## config.mk

```make
export PLATFORM = sky130hd
export DESIGN_NAME = pry2bin_ser
export DESIGN_NICKNAME = d
export VERILOG_FILES = /design/src/rtl/pry2bin_pkg.sv /design/src/rtl/oht2bin.sv /design/src/rtl/pry2oht_bck.sv /design/src/rtl/pry2bin_ser.sv
export SDC_FILE = /design/constraint.sdc
export NUM_CORES = 1
export LEC_CHECK = 0
export CAP_MARGIN = 20
export CORE_AREA = 3 3 58 99
export CTS_CLUSTER_SIZE = 30
export DETAILED_ROUTE_END_ITERATION = 10
export DIE_AREA = 0 0 61 102
export PLACE_DENSITY = 0.84
export SLEW_MARGIN = 20
export SYNTH_ARGS = -nofsm -noshare
export SYNTH_HDL_FRONTEND = slang
export SYNTH_HIERARCHICAL = 1
export SYNTH_SLANG_ARGS = --single-unit
```

## constraint.sdc

```tcl
create_clock -name clk -period 4.5 [get_ports clk]
set_clock_uncertainty 0.05 [all_clocks]
set_input_delay 0.45 -clock clk [delete_from_list [all_inputs] [get_ports clk]]
set_output_delay 0.45 -clock clk [all_outputs]
set_load 0.02 [all_outputs]
```

## src/rtl/pry2bin_pkg.sv

```systemverilog
// Shared helpers for the priority primitives: radix-aware log and a
// one-hot to binary reference used by the bench.
package pry2bin_pkg;

  // Smallest n with base**n >= number; base below 2 is treated as 2.
  function automatic int clogbase(input int number, input int base);
    int     r;
    longint p;
    int     b;
    b = (base < 2) ? 2 : base;
    r = 0;
    p = 1;
    while (p < longint'(number)) begin
      p = p * b;
      r = r + 1;
    end
    return r;
  endfunction

  function automatic int oht2bin_f(input logic [63:0] oht);
    int r;
    r = 0;
    for (int i = 0; i < 64; i++) begin
      if (oht[i]) r = r | i;
    end
    return r;
  endfunction

endpackage

```

## src/rtl/oht2bin.sv

```systemverilog
// One-hot to binary encoder: each index bit is the OR of the one-hot
// lines whose position has that bit set.
module oht2bin #(
  parameter int WIDTH = 32,
  parameter int IW    = 5
) (
  input  logic [WIDTH-1:0] oht_i,
  output logic [IW-1:0]    bin_o
);

  always_comb begin
    bin_o = '0;
    for (int i = 0; i < WIDTH; i++) begin
      if (oht_i[i]) bin_o = bin_o | IW'(i);
    end
  end

endmodule

```

## src/rtl/pry2oht_bck.sv

```systemverilog
// Find-first one-hot selector over a vector padded to a power of the
// tree radix; DIRECTION picks rightmost ("LSB") or leftmost ("MSB").
module pry2oht_bck
  import pry2bin_pkg::*;
#(
  parameter int WIDTH          = 32,
  parameter int SPLIT          = 2,
  parameter     DIRECTION      = "LSB",
  parameter int IMPLEMENTATION = 0
) (
  input  logic             en_i,
  input  logic [WIDTH-1:0] pry_i,
  output logic [WIDTH-1:0] oht_o
);

  localparam int RADIX     = (SPLIT < 2) ? 2 : SPLIT;
  localparam int PW        = RADIX ** clogbase(WIDTH, RADIX);
  localparam bit MSB_FIRST = (DIRECTION == "MSB");

  logic [PW-1:0]    vec_pad;
  logic [PW-1:0]    oht_pad;
  logic [WIDTH-1:0] oht_nat;
  logic             unused_pad;

  // MSB-first is handled by mirroring, so the core always finds the lowest bit.
  always_comb begin
    vec_pad = '0;
    for (int i = 0; i < WIDTH; i++) begin
      vec_pad[i] = MSB_FIRST ? pry_i[WIDTH-1-i] : pry_i[i];
    end
  end

  generate
    if (IMPLEMENTATION == 0) begin : g_carry
      assign oht_pad = vec_pad & (-vec_pad);
    end else begin : g_scan
      always_comb begin
        oht_pad = '0;
        for (int i = PW - 1; i >= 0; i--) begin
          if (vec_pad[i]) begin
            oht_pad    = '0;
            oht_pad[i] = 1'b1;
          end
        end
      end
    end
  endgenerate

  always_comb begin
    oht_nat = '0;
    for (int i = 0; i < WIDTH; i++) begin
      oht_nat[i] = MSB_FIRST ? oht_pad[WIDTH-1-i] : oht_pad[i];
    end
  end

  assign oht_o      = en_i ? oht_nat : '0;
  assign unused_pad = ^oht_pad;

endmodule

```

## src/rtl/pry2bin_ser.sv

```systemverilog
// Serial bit-set iterator: accepts a multi-hot vector and emits one beat
// per set bit in priority order, flagging the last one.
module pry2bin_ser #(
  parameter int WIDTH          = 32,
  parameter int SPLIT          = 2,
  parameter     DIRECTION      = "LSB",
  parameter int IMPLEMENTATION = 0,
  localparam int IW            = (WIDTH > 1) ? $clog2(WIDTH) : 1
) (
  input  logic             clk,
  input  logic             rst_n,
  input  logic             clr,
  input  logic             s_vld,
  output logic             s_rdy,
  input  logic [WIDTH-1:0] s_pry,
  output logic             m_vld,
  input  logic             m_rdy,
  output logic [WIDTH-1:0] m_oht,
  output logic [IW-1:0]    m_idx,
  output logic             m_lst
);

  logic [WIDTH-1:0] pnd_q, pnd_d;
  logic [WIDTH-1:0] oht;
  logic [WIDTH-1:0] rest;
  logic             s_xfer, m_xfer;

  pry2oht_bck #(
    .WIDTH          (WIDTH),
    .SPLIT          (SPLIT),
    .DIRECTION      (DIRECTION),
    .IMPLEMENTATION (IMPLEMENTATION)
  ) u_ff (
    .en_i  (1'b1),
    .pry_i (pnd_q),
    .oht_o (oht)
  );

  oht2bin #(
    .WIDTH (WIDTH),
    .IW    (IW)
  ) u_enc (
    .oht_i (oht),
    .bin_o (m_idx)
  );

  // All m_* outputs derive from pnd_q only; an empty mask yields all zeros.
  assign rest  = pnd_q & ~oht;
  assign m_oht = oht;
  assign m_vld = |pnd_q;
  assign m_lst = m_vld & ~|rest;
  assign s_rdy = ~clr & (~m_vld | (m_rdy & m_lst));

  assign s_xfer = s_vld & s_rdy;
  assign m_xfer = m_vld & m_rdy;

  // Consuming the last beat leaves rest==0, so no separate last-beat case.
  always_comb begin
    pnd_d = pnd_q;
    if (clr)         pnd_d = '0;
    else if (s_xfer) pnd_d = s_pry;
    else if (m_xfer) pnd_d = rest;
  end

  always_ff @(posedge clk or negedge rst_n) begin
    if (!rst_n) pnd_q <= '0;
    else        pnd_q <= pnd_d;
  end

endmodule

```

Yosys cells after proc, flatten, opt, wreduce, memory -nomap -nowiden:

Cells that the tools add are included.
Widths: inputs -> output; s select.

* register bits: 32
* output and inout bits: 40
* word-level logic and storage cells: 54

* $add $sub $neg: 1
* mux-type cells: 37
* bitwise logic cells: 11
* reductions and logical operators: 4

Operator list (count)
* $mux 32: 6
* $mux 5: 16
* $and 32x32->32: 2
* $reduce_or 32->1: 2
* $mux 4: 8
* $neg 32->32: 1
* $not 32->32: 1
* $mux 3: 4
* $and 1x1->1: 5
* $mux 2: 2
* $reduce_bool 3->1: 1
* $not 1->1: 2
* $logic_not 1->1: 1
* $mux 1: 1
* $or 1x1->1: 1

Longest topological paths before layout:

* word-level depth: 33
* gate-level depth with buffers: 10
* mapped depth without buffers: 8

Modules after synthesis:

Netlist, hierarchy kept.

Modules (own cells, without submodules)
* pry2bin_ser: times used 1, cells each 189, area an instance 1869.3 um^2
* pry2oht_bck: times used 1, cells each 74, area an instance 551.8 um^2
* oht2bin: times used 1, cells each 24, area an instance 137.6 um^2

Least setup slack after synthesis:

Ideal clock, no wire load.

* path type: reg2out
* from: reg pnd_q[9]
* to: out s_rdy
* data arrival time: 3.578 ns
* required time: 4.000 ns
* setup slack: 0.422 ns
* stages on the path, launching flop included: 8
* buffers on the path: 0
* cells stage by stage: dfrtp_1 -> nor4_4 -> nand2_1 -> nor4b_1 -> o22ai_1 -> or4_4 -> or3_2 -> a21oi_1

* longest elaborated chain between the ends: 10

RTL lines
* start: declaration: RTL line pry2bin_ser.sv:23 `logic [WIDTH-1:0] pnd_q, pnd_d;`
* start signal: assignment: RTL line pry2bin_ser.sv:67 `else pnd_q <= pnd_d;`
* $neg 32->32: RTL line pry2oht_bck.sv:35 `assign oht_pad = vec_pad & (-vec_pad);`
* $and 32x32->32: RTL line pry2oht_bck.sv:35
* via m_oht[12]: RTL line pry2bin_ser.sv:18 `output logic [WIDTH-1:0] m_oht,`
* $not 32->32: RTL line pry2bin_ser.sv:48 `assign rest = pnd_q & ~oht;`
* $and 32x32->32: RTL line pry2bin_ser.sv:48
* $reduce_or 32->1: RTL line pry2bin_ser.sv:51 `assign m_lst = m_vld & ~|rest;`
* $logic_not 1->1: RTL line pry2bin_ser.sv:51
* $and 1x1->1: RTL line pry2bin_ser.sv:51
* $and 1x1->1: RTL line pry2bin_ser.sv:52 `assign s_rdy = ~clr & (~m_vld | (m_rdy & m_lst));`
* $or 1x1->1: RTL line pry2bin_ser.sv:52
* $and 1x1->1: RTL line pry2bin_ser.sv:52
* end: declaration: RTL line pry2bin_ser.sv:14 `output logic s_rdy,`

The timed path passes the listed nets, and every way through them passes these cells.

Final worst setup path:

* from: reg pnd_q[11]
* to: out s_rdy

* longest elaborated chain between the ends: 10

RTL lines (RTL line)
* $neg 32->32: pry2oht_bck.sv:35
* $and 32x32->32: pry2oht_bck.sv:35
* $not 32->32: pry2bin_ser.sv:48
* $and 32x32->32: pry2bin_ser.sv:48
* $reduce_or 32->1: pry2bin_ser.sv:51
* $logic_not 1->1: pry2bin_ser.sv:51
* $and 1x1->1: pry2bin_ser.sv:51
* $and 1x1->1: pry2bin_ser.sv:52
* $or 1x1->1 (*): pry2bin_ser.sv:52
* $and 1x1->1 (*): pry2bin_ser.sv:52

Mark *: on every way between the ends. The rest lies on a longest branch, timed or not.

==> impl_metrics.env <==
export IMPL_status="completed"
export IMPL_total_power_uw=3212
export IMPL_finalMaxSlewViolations=0
export IMPL_rows=34
export IMPL_yosys_cell_count_top_type="inv_1"
export IMPL_grt_max_degree=34
export IMPL_cts_root_buf="clkbuf_8"
export IMPL_clkLatencyLatePin_ps=290
export IMPL_yosysTopAreaCell="dfrtp_1"
export IMPL_drc_errors=0
export IMPL_drive_gt1_share_pct=15.64
export IMPL_crit_fanout=7
export IMPL_yosys_top_cells_area="dfrtp_1 31%, a211oi_1 9.4%, a21o_1 8.8%"
export IMPL_grt_pass1_wl_um=14570
export IMPL_synth_edff_count=0
export IMPL_vias=2791
export IMPL_drt_total_wl_um=9453
export IMPL_syn_cell_area_mm2=0.002559
export IMPL_timing_rr_end="pnd_q[18]"
export IMPL_reg2reg_slack_ps=1210
export IMPL_timing_rr_start="pnd_q[11]"
export IMPL_initial_core_util_pct=50.54
export IMPL_crit_required_ps=4000
export IMPL_end_kind="primary output"
export IMPL_syn_avg_cell_area_um2=8.915
export IMPL_dieWidth_um=61
export IMPL_wire_per_inst_um=21.29
export IMPL_drt_pass1_iter_count=5
export IMPL_crit_type="reg2out"
export IMPL_ys_seq_area_share_pct=31.30
export IMPL_yosysUniqueCellTypes=48
export IMPL_port_buffers=76
export IMPL_clock_sinks=32
export IMPL_core_area_mm2=0.005062
export IMPL_fmax_mhz=247.6
export IMPL_hold_viol_final=0
export IMPL_ys_async_sr_fraction_pct=100.0
export IMPL_grt_pass1_vias=2803
export IMPL_track_usage_pct=31.94
export IMPL_reg_top3="pnd_q: 32 flops"
export IMPL_synth_seq_cells=32
export IMPL_largest_reg_flops=32
export IMPL_critPathArrivalTime_ps=3540
export IMPL_final_cells=444
export IMPL_yosys_warnings=6
export IMPL_drt_iter0_drc=273
export IMPL_clkTransAtPathRegs_ps=70
export IMPL_synth_common_cells="38 x inv_1, 32 x a211oi_1, 32 x dfrtp_1, 30 x a21o_1, 22 x nand2b_1"
export IMPL_pin_count=77
export IMPL_worstHoldPathType="in2async"
export IMPL_dieArea_mm2=0.006222
export IMPL_vias_per_cell=6.286
export IMPL_slew_headroom_pct=50.98
export IMPL_netlist_instances=287
export IMPL_numCtsBuffers=5
export IMPL_place_congestion=0.9466
export IMPL_vdd_drop_max_uv=362.1
export IMPL_p_leak_uw=0.001690
export IMPL_tns_ps=0
export IMPL_area_growth_pct=42.20
export IMPL_dp_cells=434
export IMPL_reg2regPathDepth=8
export IMPL_worst_setup_path_start_kind="flip-flop"
export IMPL_nNetsFinal=427
export IMPL_synth_flop_cell="dfrtp_1"
export IMPL_setup_viol=0
export IMPL_top_register="pnd_q"
export IMPL_ant_nets=0
export IMPL_synth_top_area_share_pct=31.30
export IMPL_fin_crit_ps=4039
export IMPL_overflow=0
export IMPL_p_per_area_mw_per_mm2=882.7
export IMPL_fin_crit_sh_pct=89.76
export IMPL_dp_hpwl_um=7420
export IMPL_cts_tree="yes"
export IMPL_worstMarginPinSlew_ps=733.0
export IMPL_hold_buffers=0
export IMPL_clockBufferDepth=2
export IMPL_h_tree_depth=2
export IMPL_fin_util_pct=71.87
export IMPL_rsz0062_at_grt="false"
export IMPL_antenna_found_initial=0
export IMPL_drv_cap=0
export IMPL_n_antenna_cell=0
export IMPL_fp_dieH_um=102
-- worst max path at each step --
stage,startpoint,end,slack (ps),cells after the start
after floorplan,pnd_q[9],s_rdy,420,7
final,pnd_q[11],s_rdy,460,8
after global routing,pnd_q[11],s_rdy,360,8
after global placement,pnd_q[10],s_rdy,400,8
after CTS,pnd_q[2],s_rdy,70,8
after detailed placement,pnd_q[2],s_rdy,370,8
-- cells by family after synthesis --
family	share of synthesized area (%)
and+or+nand+nor	34.43
AOI/OAI and AO/OA	23.77
buffers and inverters	10.37
DFF	31.30
other	0.1466
-- cell usage in the layout (no fill, tap or decap), types with 20 or more instances in the layout --
cell type         n
dfrtp_1          32
a21o_1           30
clkdlybuf4s50_1  75
nand2b_1         21
nor4_1           21
inv_1            38
nor3_1           20
a211oi_1         32
buf_4            30
-- metal layers --
| metal | global-route usage [%] | up-vias | share of wire [%] |
|---|---|---|---|
| met4 | 18.86 | 0 | 5.2 |
| met2 | 56.31 | 133 | 53 |
| met5 | 0 | - | 0 |
| met1 | 34.80 | 1332 | 37 |
| li1 | - | 1293 | - |
| met3 | 4.425 | 33 | 5.1 |
-- repair_timing --
action	4_1_cts	5_1_grt
setup endpoints to repair	0	1
resized for setup	0	6
buffers inserted	0	3
-- where the power goes --
part	total (uW)	internal, uW	switching [uW]
logic	2340	1020	1320
registers	620	402	218
clock network	248	136	111
-- worst max-delay path: stages, from the launching register on --
cell	delay (ps)
dfrtp_1	490
nor4_4	470
nand4_2	270
nor4_4	420
o22ai_1	130
or4_4	580
or3_2	480
a21oi_1	150
dlymetal6s2s_1	260
-- stage by stage --
stage / setup WS, ps / hold slack, ps / area [um2]
floorplan: 422.2 / 104.4 / 2570
global placement: 398.9 / 629.7 / 3482
detailed placement: 374.0 / 643.7 / 3482
CTS: 66.30 / 539.3 / 3578
global route: 359.3 / 559.4 / 3638
finish: 461.0 / 516.0 / 3638
-- layout make-up --
class	instances	area [um2]
clock buffers	7	96.34
fillers	383	1424
inverters	39	146.4
multi-input cells	206	1539
flip-flops and latches	32	800.8
well taps	54	67.56
repair buffers	106	988.4
Power figures use the tool's default switching activity.
